===== src/rtl/strb_window_sample_buffer.sv =====
// strb_window_sample_buffer
//   Captures one ADC channel's samples while store_strb is high, removes the
//   channel's fixed front-end bit inversion, holds the window in a local buffer
//   and then drains it as a valid/ready stream towards the readout packer.
//
// Ports
//   i_clk357         357 MHz sample clock, rising edge
//   i_rst_n          asynchronous active-low reset
//   i_store_strb     capture window, high while samples are valid
//   i_data_in        raw channel sample (bit-inverted per BITFLIP)
//   i_flags_clr      single-cycle pulse clearing overflow / missed_trig
//   i_rd_ready       downstream accepts o_rd_data this cycle
//   o_rd_valid       o_rd_data holds a stored sample
//   o_rd_data        corrected sample, two's complement
//   o_rd_last        with o_rd_valid: final sample of the window
//   o_sample_count   samples captured in the last / current window
//   o_trig_count     windows accepted since reset (wraps)
//   o_overflow       sticky: a window exceeded DEPTH samples
//   o_missed_trig    sticky: a window started while draining
//   o_busy           high while storing or draining
module strb_window_sample_buffer #(
  parameter int unsigned        DATA_W  = 13,
  parameter logic [DATA_W-1:0]  BITFLIP = '0,
  parameter int unsigned        DEPTH   = 164,
  parameter int unsigned        ADDR_W  = 8
) (
  input  logic                     i_clk357,
  input  logic                     i_rst_n,
  input  logic                     i_store_strb,
  input  logic [DATA_W-1:0]        i_data_in,
  input  logic                     i_flags_clr,
  input  logic                     i_rd_ready,
  output logic                     o_rd_valid,
  output logic signed [DATA_W-1:0] o_rd_data,
  output logic                     o_rd_last,
  output logic [ADDR_W:0]          o_sample_count,
  output logic [15:0]              o_trig_count,
  output logic                     o_overflow,
  output logic                     o_missed_trig,
  output logic                     o_busy
);

  localparam logic [ADDR_W:0] DEPTH_C = (ADDR_W + 1)'(DEPTH);

  typedef enum logic [1:0] {StIdle, StStore, StDrain} state_e;

  state_e              r_state;
  logic [DATA_W-1:0]   r_din_q;
  logic                r_strb_q;
  logic                r_strb_qq;
  // Write pointer doubles as the live sample count of the window.
  logic [ADDR_W:0]     r_wr_ptr;
  logic [ADDR_W:0]     r_fetch_ptr;
  // Stage 1: registered buffer read; stage 2: output (prefetch) register.
  logic [DATA_W-1:0]   r_mem_q;
  logic                r_mem_vld;
  logic                r_mem_last;
  logic                r_rd_valid;
  logic [DATA_W-1:0]   r_rd_data;
  logic                r_rd_last;
  logic [15:0]         r_trig_count;
  logic                r_overflow;
  logic                r_missed;

  logic [DATA_W-1:0]   r_mem [DEPTH];

  logic                w_rise;
  logic                w_xfer;
  logic                w_s1_take;
  logic                w_fetch;
  logic                w_wr_en;
  logic [ADDR_W-1:0]   w_wr_addr;
  logic [ADDR_W:0]     w_last_idx;

  assign w_rise     = r_strb_q & ~r_strb_qq;
  assign w_xfer     = r_rd_valid & i_rd_ready;
  // Stage 1 moves into the output register when that register is empty or emptying.
  assign w_s1_take  = r_mem_vld & (~r_rd_valid | w_xfer);
  assign w_fetch    = (r_state == StDrain) && (r_fetch_ptr < r_wr_ptr) &&
                      (~r_mem_vld || w_s1_take);
  assign w_wr_en    = ((r_state == StIdle) && w_rise) ||
                      ((r_state == StStore) && r_strb_q && (r_wr_ptr < DEPTH_C));
  assign w_wr_addr  = (r_state == StIdle) ? '0 : r_wr_ptr[ADDR_W-1:0];
  assign w_last_idx = r_wr_ptr - 1'b1;

  // Sample buffer: no reset, contents are only meaningful below r_wr_ptr.
  always_ff @(posedge i_clk357) begin
    if (w_wr_en) begin
      r_mem[w_wr_addr] <= r_din_q;
    end
  end

  always_ff @(posedge i_clk357 or negedge i_rst_n) begin
    if (!i_rst_n) begin
      r_state      <= StIdle;
      r_din_q      <= '0;
      r_strb_q     <= 1'b0;
      r_strb_qq    <= 1'b0;
      r_wr_ptr     <= '0;
      r_fetch_ptr  <= '0;
      r_mem_q      <= '0;
      r_mem_vld    <= 1'b0;
      r_mem_last   <= 1'b0;
      r_rd_valid   <= 1'b0;
      r_rd_data    <= '0;
      r_rd_last    <= 1'b0;
      r_trig_count <= '0;
      r_overflow   <= 1'b0;
      r_missed     <= 1'b0;
    end else begin
      r_din_q   <= i_data_in ^ BITFLIP;
      r_strb_q  <= i_store_strb;
      r_strb_qq <= r_strb_q;

      // Clear first so a set in the same cycle (below) takes priority.
      if (i_flags_clr) begin
        r_overflow <= 1'b0;
        r_missed   <= 1'b0;
      end

      if (w_fetch) begin
        r_mem_q     <= r_mem[r_fetch_ptr[ADDR_W-1:0]];
        r_mem_last  <= (r_fetch_ptr == w_last_idx);
        r_fetch_ptr <= r_fetch_ptr + 1'b1;
        r_mem_vld   <= 1'b1;
      end else if (w_s1_take) begin
        r_mem_vld <= 1'b0;
      end

      if (w_s1_take) begin
        r_rd_valid <= 1'b1;
        r_rd_data  <= r_mem_q;
        r_rd_last  <= r_mem_last;
      end else if (w_xfer) begin
        r_rd_valid <= 1'b0;
      end

      unique case (r_state)
        StIdle: begin
          if (w_rise) begin
            r_state      <= StStore;
            r_wr_ptr     <= (ADDR_W + 1)'(1);
            r_trig_count <= r_trig_count + 1'b1;
          end
        end
        StStore: begin
          if (r_strb_q) begin
            if (r_wr_ptr < DEPTH_C) begin
              r_wr_ptr <= r_wr_ptr + 1'b1;
            end else begin
              r_overflow <= 1'b1;
            end
          end else begin
            r_state     <= StDrain;
            r_fetch_ptr <= '0;
            r_mem_vld   <= 1'b0;
          end
        end
        StDrain: begin
          if (w_rise) begin
            r_missed <= 1'b1;
          end
          if (w_xfer && r_rd_last) begin
            r_state    <= StIdle;
            r_rd_valid <= 1'b0;
            r_mem_vld  <= 1'b0;
          end
        end
        default: r_state <= StIdle;
      endcase
    end
  end

  assign o_rd_valid     = r_rd_valid;
  assign o_rd_data      = r_rd_data;
  assign o_rd_last      = r_rd_last;
  assign o_sample_count = r_wr_ptr;
  assign o_trig_count   = r_trig_count;
  assign o_overflow     = r_overflow;
  assign o_missed_trig  = r_missed;
  assign o_busy         = (r_state != StIdle);

endmodule


===== config.mk =====
export PLATFORM = sky130hd
export DESIGN_NAME = strb_window_sample_buffer
export DESIGN_NICKNAME = d
export VERILOG_FILES = /design/src/rtl/strb_window_sample_buffer.sv
export SDC_FILE = /design/constraint.sdc
export NUM_CORES = 2
export LEC_CHECK = 0
export CORE_UTILIZATION = 45
export DETAILED_ROUTE_END_ITERATION = 10
export PLACE_DENSITY = 0.61
export RECOVER_POWER = 25
export SYNTH_ARGS = -nofsm -noshare
export SYNTH_HDL_FRONTEND = slang
export SYNTH_SLANG_ARGS = --single-unit

===== constraint.sdc =====
create_clock -name i_clk357 -period 8.95 [get_ports i_clk357]
set_input_delay 1.79 -clock i_clk357 [delete_from_list [all_inputs] [get_ports i_clk357]]
set_output_delay 1.79 -clock i_clk357 [all_outputs]
set_load 0.005 [all_outputs]

# ---- Word level (Yosys, flattened, before mapping)
# Memories as Yosys holds them, arrays and structs flattened. A register that Yosys moved wholly into a read port is not among the register bits.
# Index checks and enable logic that the tools add are counted.
dict set report totals {
  out_inout_bits 43
  ramBits 2132
  word_cells 81
  in_bits 18
  memories 1
  register_bits 70
}
# memory words width rd rd_clocked_by_memory_dff write_ports line_no
set memory_table {}
lappend memory_table {r_mem 164 13 1 1 1 65} ;# logic [DATA_W-1:0] r_mem [DEPTH];
dict set report op_classes {
  n_bitwise 7
  eq_ne 8
  reduce_logical 15
  addsub 4
  magnitude_cmp 2
  mux 30
}
# op n
set op_table {}
lappend op_table {{9-bit two-way mux} 6}
lappend op_table {{9-bit by 1-bit adder with 9-bit output, second input constant} 2}
lappend op_table {{9-bit case mux with 2 select lines} 1}
lappend op_table {{1-bit two-way mux} 17}
lappend op_table {{16-bit by 1-bit adder with 16-bit output, second input constant} 1}
lappend op_table {{9-bit equality test} 1}
lappend op_table {{9-bit by 8-bit < comparator with 1-bit output, second input constant} 1}
lappend op_table {{9-bit < comparator} 1}
lappend op_table {{9-bit by 1-bit subtractor with 9-bit output, second input constant} 1}
lappend op_table {{8-bit two-way mux} 1}
lappend op_table {{1-bit logical AND} 6}
lappend op_table {{2-bit two-way mux} 3}
lappend op_table {{2-bit != test, second input constant} 3}
lappend op_table {{2-bit case mux with 3 select lines} 1}
lappend op_table {{2-bit by 1-bit != test with 1-bit output, second input constant} 2}
lappend op_table {{4-bit AND reduction} 1}
lappend op_table {{2-bit nonzero test} 2}
lappend op_table {{1-bit AND} 3}
lappend op_table {{1-bit inverter} 3}
lappend op_table {{3-bit AND reduction} 1}
lappend op_table {{2-bit by 1-bit equality test with 1-bit output, second input constant} 1}
lappend op_table {{2-bit equality test, second input constant} 1}
lappend op_table {{2-bit logical NOT} 1}
lappend op_table {{1-bit logical OR} 2}
lappend op_table {{other kinds (4)} 4}

# ---- Longest topological paths before layout
dict set report depth {
  depth_word 8
  mapped_depth 17
  mapped_depth_nobuf 9
}

# ---- Worst setup path before layout
# Ideal clock, no wire load.
dict set report synth_timing {
  path_type {input to register}
  from {input i_rd_ready}
  to {register r_mem_last}
  n_path_buf 2
  setup_slack_ns 5.585
  setup_time_ns 0.135
  stages 7
  arrival_ns 3.230
  required_time_ns 8.815
  path_cell_list {nand2b_1 nor2_1 nor3_1 a21oi_1 clkbuf_1 clkbuf_1 o31ai_1}
}
dict set report synth_via {
  elab_chain_len 5
}
# element line_no
set synth_lines {}
lappend synth_lines {{start, declared} 32} ;# input logic i_rd_ready,
lappend synth_lines {{1-bit AND} 76} ;# assign w_xfer = r_rd_valid & i_rd_ready;
lappend synth_lines {{1-bit OR} 78} ;# assign w_s1_take = r_mem_vld & (~r_rd_valid | w_xfer);
lappend synth_lines {{1-bit AND} 78}
lappend synth_lines {{1-bit logical OR} 80} ;# (~r_mem_vld || w_s1_take);
lappend synth_lines {{1-bit logical AND} 79} ;# assign w_fetch = (r_state == StDrain) && (r_fetch_ptr < r_wr_ptr) &&
lappend synth_lines {{end signal, assigned} 123} ;# r_mem_last <= (r_fetch_ptr == w_last_idx);
lappend synth_lines {{end, declared} 57} ;# logic r_mem_last;
# Every way passes these cells.
# A chain may end at the register's enable or synchronous reset.

# ---- Worst setup path after layout
dict set report layout_timing {
  from {register r_din_q[4]}
  to {memory r_mem[6][4], data pin}
}
# element line_no
set layout_lines {}
lappend layout_lines {{start, declared} 48} ;# logic [DATA_W-1:0] r_din_q;
lappend layout_lines {{start signal, assigned} 111} ;# r_din_q <= i_data_in ^ BITFLIP;
lappend layout_lines {{end, declared} 65}
# No word-level cell before the write port.

==> flow_summary.yaml <==
run_status:
  status: "finished, violations left"
  violations: "capacitance limit, slew limit"
timing:
  slew-limit-headroom_pct: -207
  drv_slew: 1232
  grt_setup_unrepaired: "no"
  finalSetupViolations: 0
  setup-tns-final_ps: 0
  fin_worst_skew_ps: 61.5
  fmax_mhz: 180
  worst_pin_slew_ps: 4610
  period_needed_ps: 5560
  timing.final.crit_share_pct: 62.1
  setup_ws_ps: 3390
  hold_viol: 0
yosys:
  yosysSeqAreaShare_pct: 77.1
  synth_fp_nets: 4039
  synth.area.mux_share_pct: 14.6
  synth_xor_area_share_pct: 0.327
  synthFlopType: "edfxtp_1"
  yosys.area_share.simple_pct: 2.26
  synthAdderAreaFrac_pct: 0.234
  yosys.cell_types.count: 66
  synth_compound_area_share_pct: 3.81
  ys_warn_count: 0
  synth_seq_cells: 2215
  synth.cell_area_um2: 85700
  synth_top_family_by_area: "multiplexers"
  netlist_instances: 4005
  synth_edf_count: 2132
  ys_async_sr_fraction_pct: 3.75
  synth.avg_cell_area_um2: 21.4
power:
  peakVddDrop_mv: 0.216
  p_sw_share_pct: 19.9
  p_leak_nw: 29.2
  pwr-share-seq_pct: 55.6
  power_mw: 20.5
  p_int_mw: 16.4
  p_comb_share_pct: 0.8
  p_per_area_nw_per_um2: 213
  p_clk_share_pct: 43.6
  p_sw_mw: 4.10
final_layout:
  layout-drive-gt1-share_pct: 23.6
  seqCellArea_um2: 66100
  area.growth.synth_to_final_pct: 12.5
  post-route-cell-area_um2: 96400
  final_common_cell: "edfxtp_1"
  most-common-layout-cells: "2132 x edfxtp_1, 493 x mux4_2, 217 x clkbuf_16, 209 x nor2_1, 134 x buf_4"
  multi_input_comb_area_um2: 18200
  nets: 4243
  nFillCells: 14668
routing:
  first_pass_iters: 9
  drt_wl_total_mm: 219
  drt-met1-wl_mm: 92.3
  wl_met3_mm: 17.5
  via_per_inst: 6.07
  route.detailed.drc: 0
  top_layer_used: "met4"
  drt_iter0_drc: 5182
  routedWlPerCell_um: 31.7
  wl_met2_mm: 102
  vias: 41880
  final_antenna_net_count: 0
clock_tree:
  cts_sinks: 2215
  max-clock-path-buffers: 3
  worstSkewPairLatency_ps: 880
  cts_setup_buffers: 0
  cts_root_buf: "clkbuf_16"
  clk_pin_slew_ps: 60
  cts_resized: 0
  htreeDepth: 4
  cts_inserted_buffers: 216
  cts_tree: "done"
  postCtsHoldBufs: 0
hold_path:
  min_path_type: "reg2reg"
worst_setup_path:
  arrival_ps: 6050
  worstPathMaxFanout: 74
  critPathCaptureType: "flop"
  path_class: "reg2reg"
  startpoint_type: "flop"
  required_ps: 9440
grt:
  grt_use_total_pct: 22.6
  grt_pass1_vias: 41643
  gr-total-overflow: 0
  grt_max_degree: 119
  antenna_found_initial: 6
  grt_pass1_wl_mm: 308
floorplan:
  die_h_um: 438
  rows: 159
  start_util_pct: 45.5
  core_area_um2: 188000
  io_pins: 61
  die_w_um: 438
  fp.dieArea_um2: 192000
place:
  dp_hpwl_mm: 132
  postPlaceCellArea_um2: 89400
  place.gp.congestion: 0.917
  place_ws_ps: 4180
  portBuffers: 60
run:
  maxCapViolations: 22
[synth_stat cells (all sizes together), types with 22 or more instances]
| cell | n | area share, % |
|---|---|---|
| a21oi | 53 | 0.31 |
| a221oi | 78 | 0.88 |
| a22o | 46 | 0.47 |
| a22oi | 92 | 0.81 |
| buf | 126 | 1.1 |
| clkbuf | 102 | 0.45 |
| dfrtp | 83 | 2.4 |
| edfxtp | 2132 | 75 |
| inv | 22 | 0.096 |
| mux2 | 45 | 0.59 |
| mux2i | 86 | 1.0 |
| mux4 | 493 | 13 |
| nand2 | 75 | 0.33 |
| nand3 | 33 | 0.19 |
| nor2 | 221 | 0.97 |
| o21ai | 31 | 0.18 |
| o22ai | 40 | 0.29 |
| o31ai | 27 | 0.24 |
| xnor2 | 27 | 0.28 |
[flip-flops by register name, indices dropped and copies added, names as in the netlist, 2 cells and up]
signal and count:
r_mem 2132, r_din_q 13, o_rd_data 13, r_fetch_ptr 9, r_mem_q 13, r_state 2, o_trig_count 16, o_sample_count 9
[final cells by class]
| cell class | count | area share, % |
|---|---|---|
| repair buffers | 214 | 1.88 |
| diodes | 3 | 0.00779 |
| well taps | 2495 | 3.24 |
| flip-flops and latches | 2215 | 68.6 |
| clock inverters | 132 | 1.33 |
| multi-input cells | 1538 | 18.9 |
| clock buffers | 275 | 5.94 |
| inverters | 24 | 0.0935 |
[stage by stage]
| stage | cells | util [%] | hold slack [ps] |
|---|---|---|---|
| 3_5_place_dp | 6483 | 47.5 | 466 |
| 6_report | 6896 | 51.2 | 481 |
| 5_1_grt | 6894 | 51.2 | 494 |
| 2_1_floorplan | 4005 | - | 445 |
| 4_1_cts | 6890 | 51.2 | 477 |
| 3_3_place_gp | 6481 | 47.5 | 464 |
[power by group through the flow]
stage	Sequential, mW	Clock, mW	Combinational [mW]
floorplan	11.7	0	0.000939
global placement	11.6	0	0.159
detailed placement	11.6	0	0.165
CTS	11.4	9.08	0.165
global route	11.4	9.46	0.168
finish	11.4	8.96	0.159
[layer usage]
metal	track usage [%]	vias to the layer above
met1	33.1	22348
met2	34.5	1936
met5	0	-
met4	7.51	0
li1	-	17257
met3	4.07	339
[worst max-delay path, stage by stage (launching register included)]
cell and delay [ps]:
dfrtp_1 1360, clkbuf_1 2620, buf_4 940
[kinds of logic after synthesis]
logic type                 after synthesis
adders and majority gates               16
AOI/OAI and AO/OA                      434
xor gates and xnor gates                32
muxes                                  624
buffers and inverters                  252
DFF                                   2215
and+or+nand+nor                        432
[final timing paths]
path	from	end	slack, ps	cells past startpoint
max reg2reg	r_din_q[4]$_DFF_PN0_	r_mem[6][4]$_DFFE_PP_	3390	2
max in group asynchronous	i_rst_n	r_fetch_ptr[0]$_DFF_PN0_	5810	2
min	o_trig_count[15]$_DFFE_PN0P_	o_trig_count[15]$_DFFE_PN0P_	480	1
max	r_din_q[4]$_DFF_PN0_	r_mem[6][4]$_DFFE_PP_	3390	2
min in group asynchronous	i_rst_n	o_trig_count[4]$_DFFE_PN0P_	1410	1
min reg2reg	o_trig_count[15]$_DFFE_PN0P_	o_trig_count[15]$_DFFE_PN0P_	480	1
(Power assumes the default switching activity.)
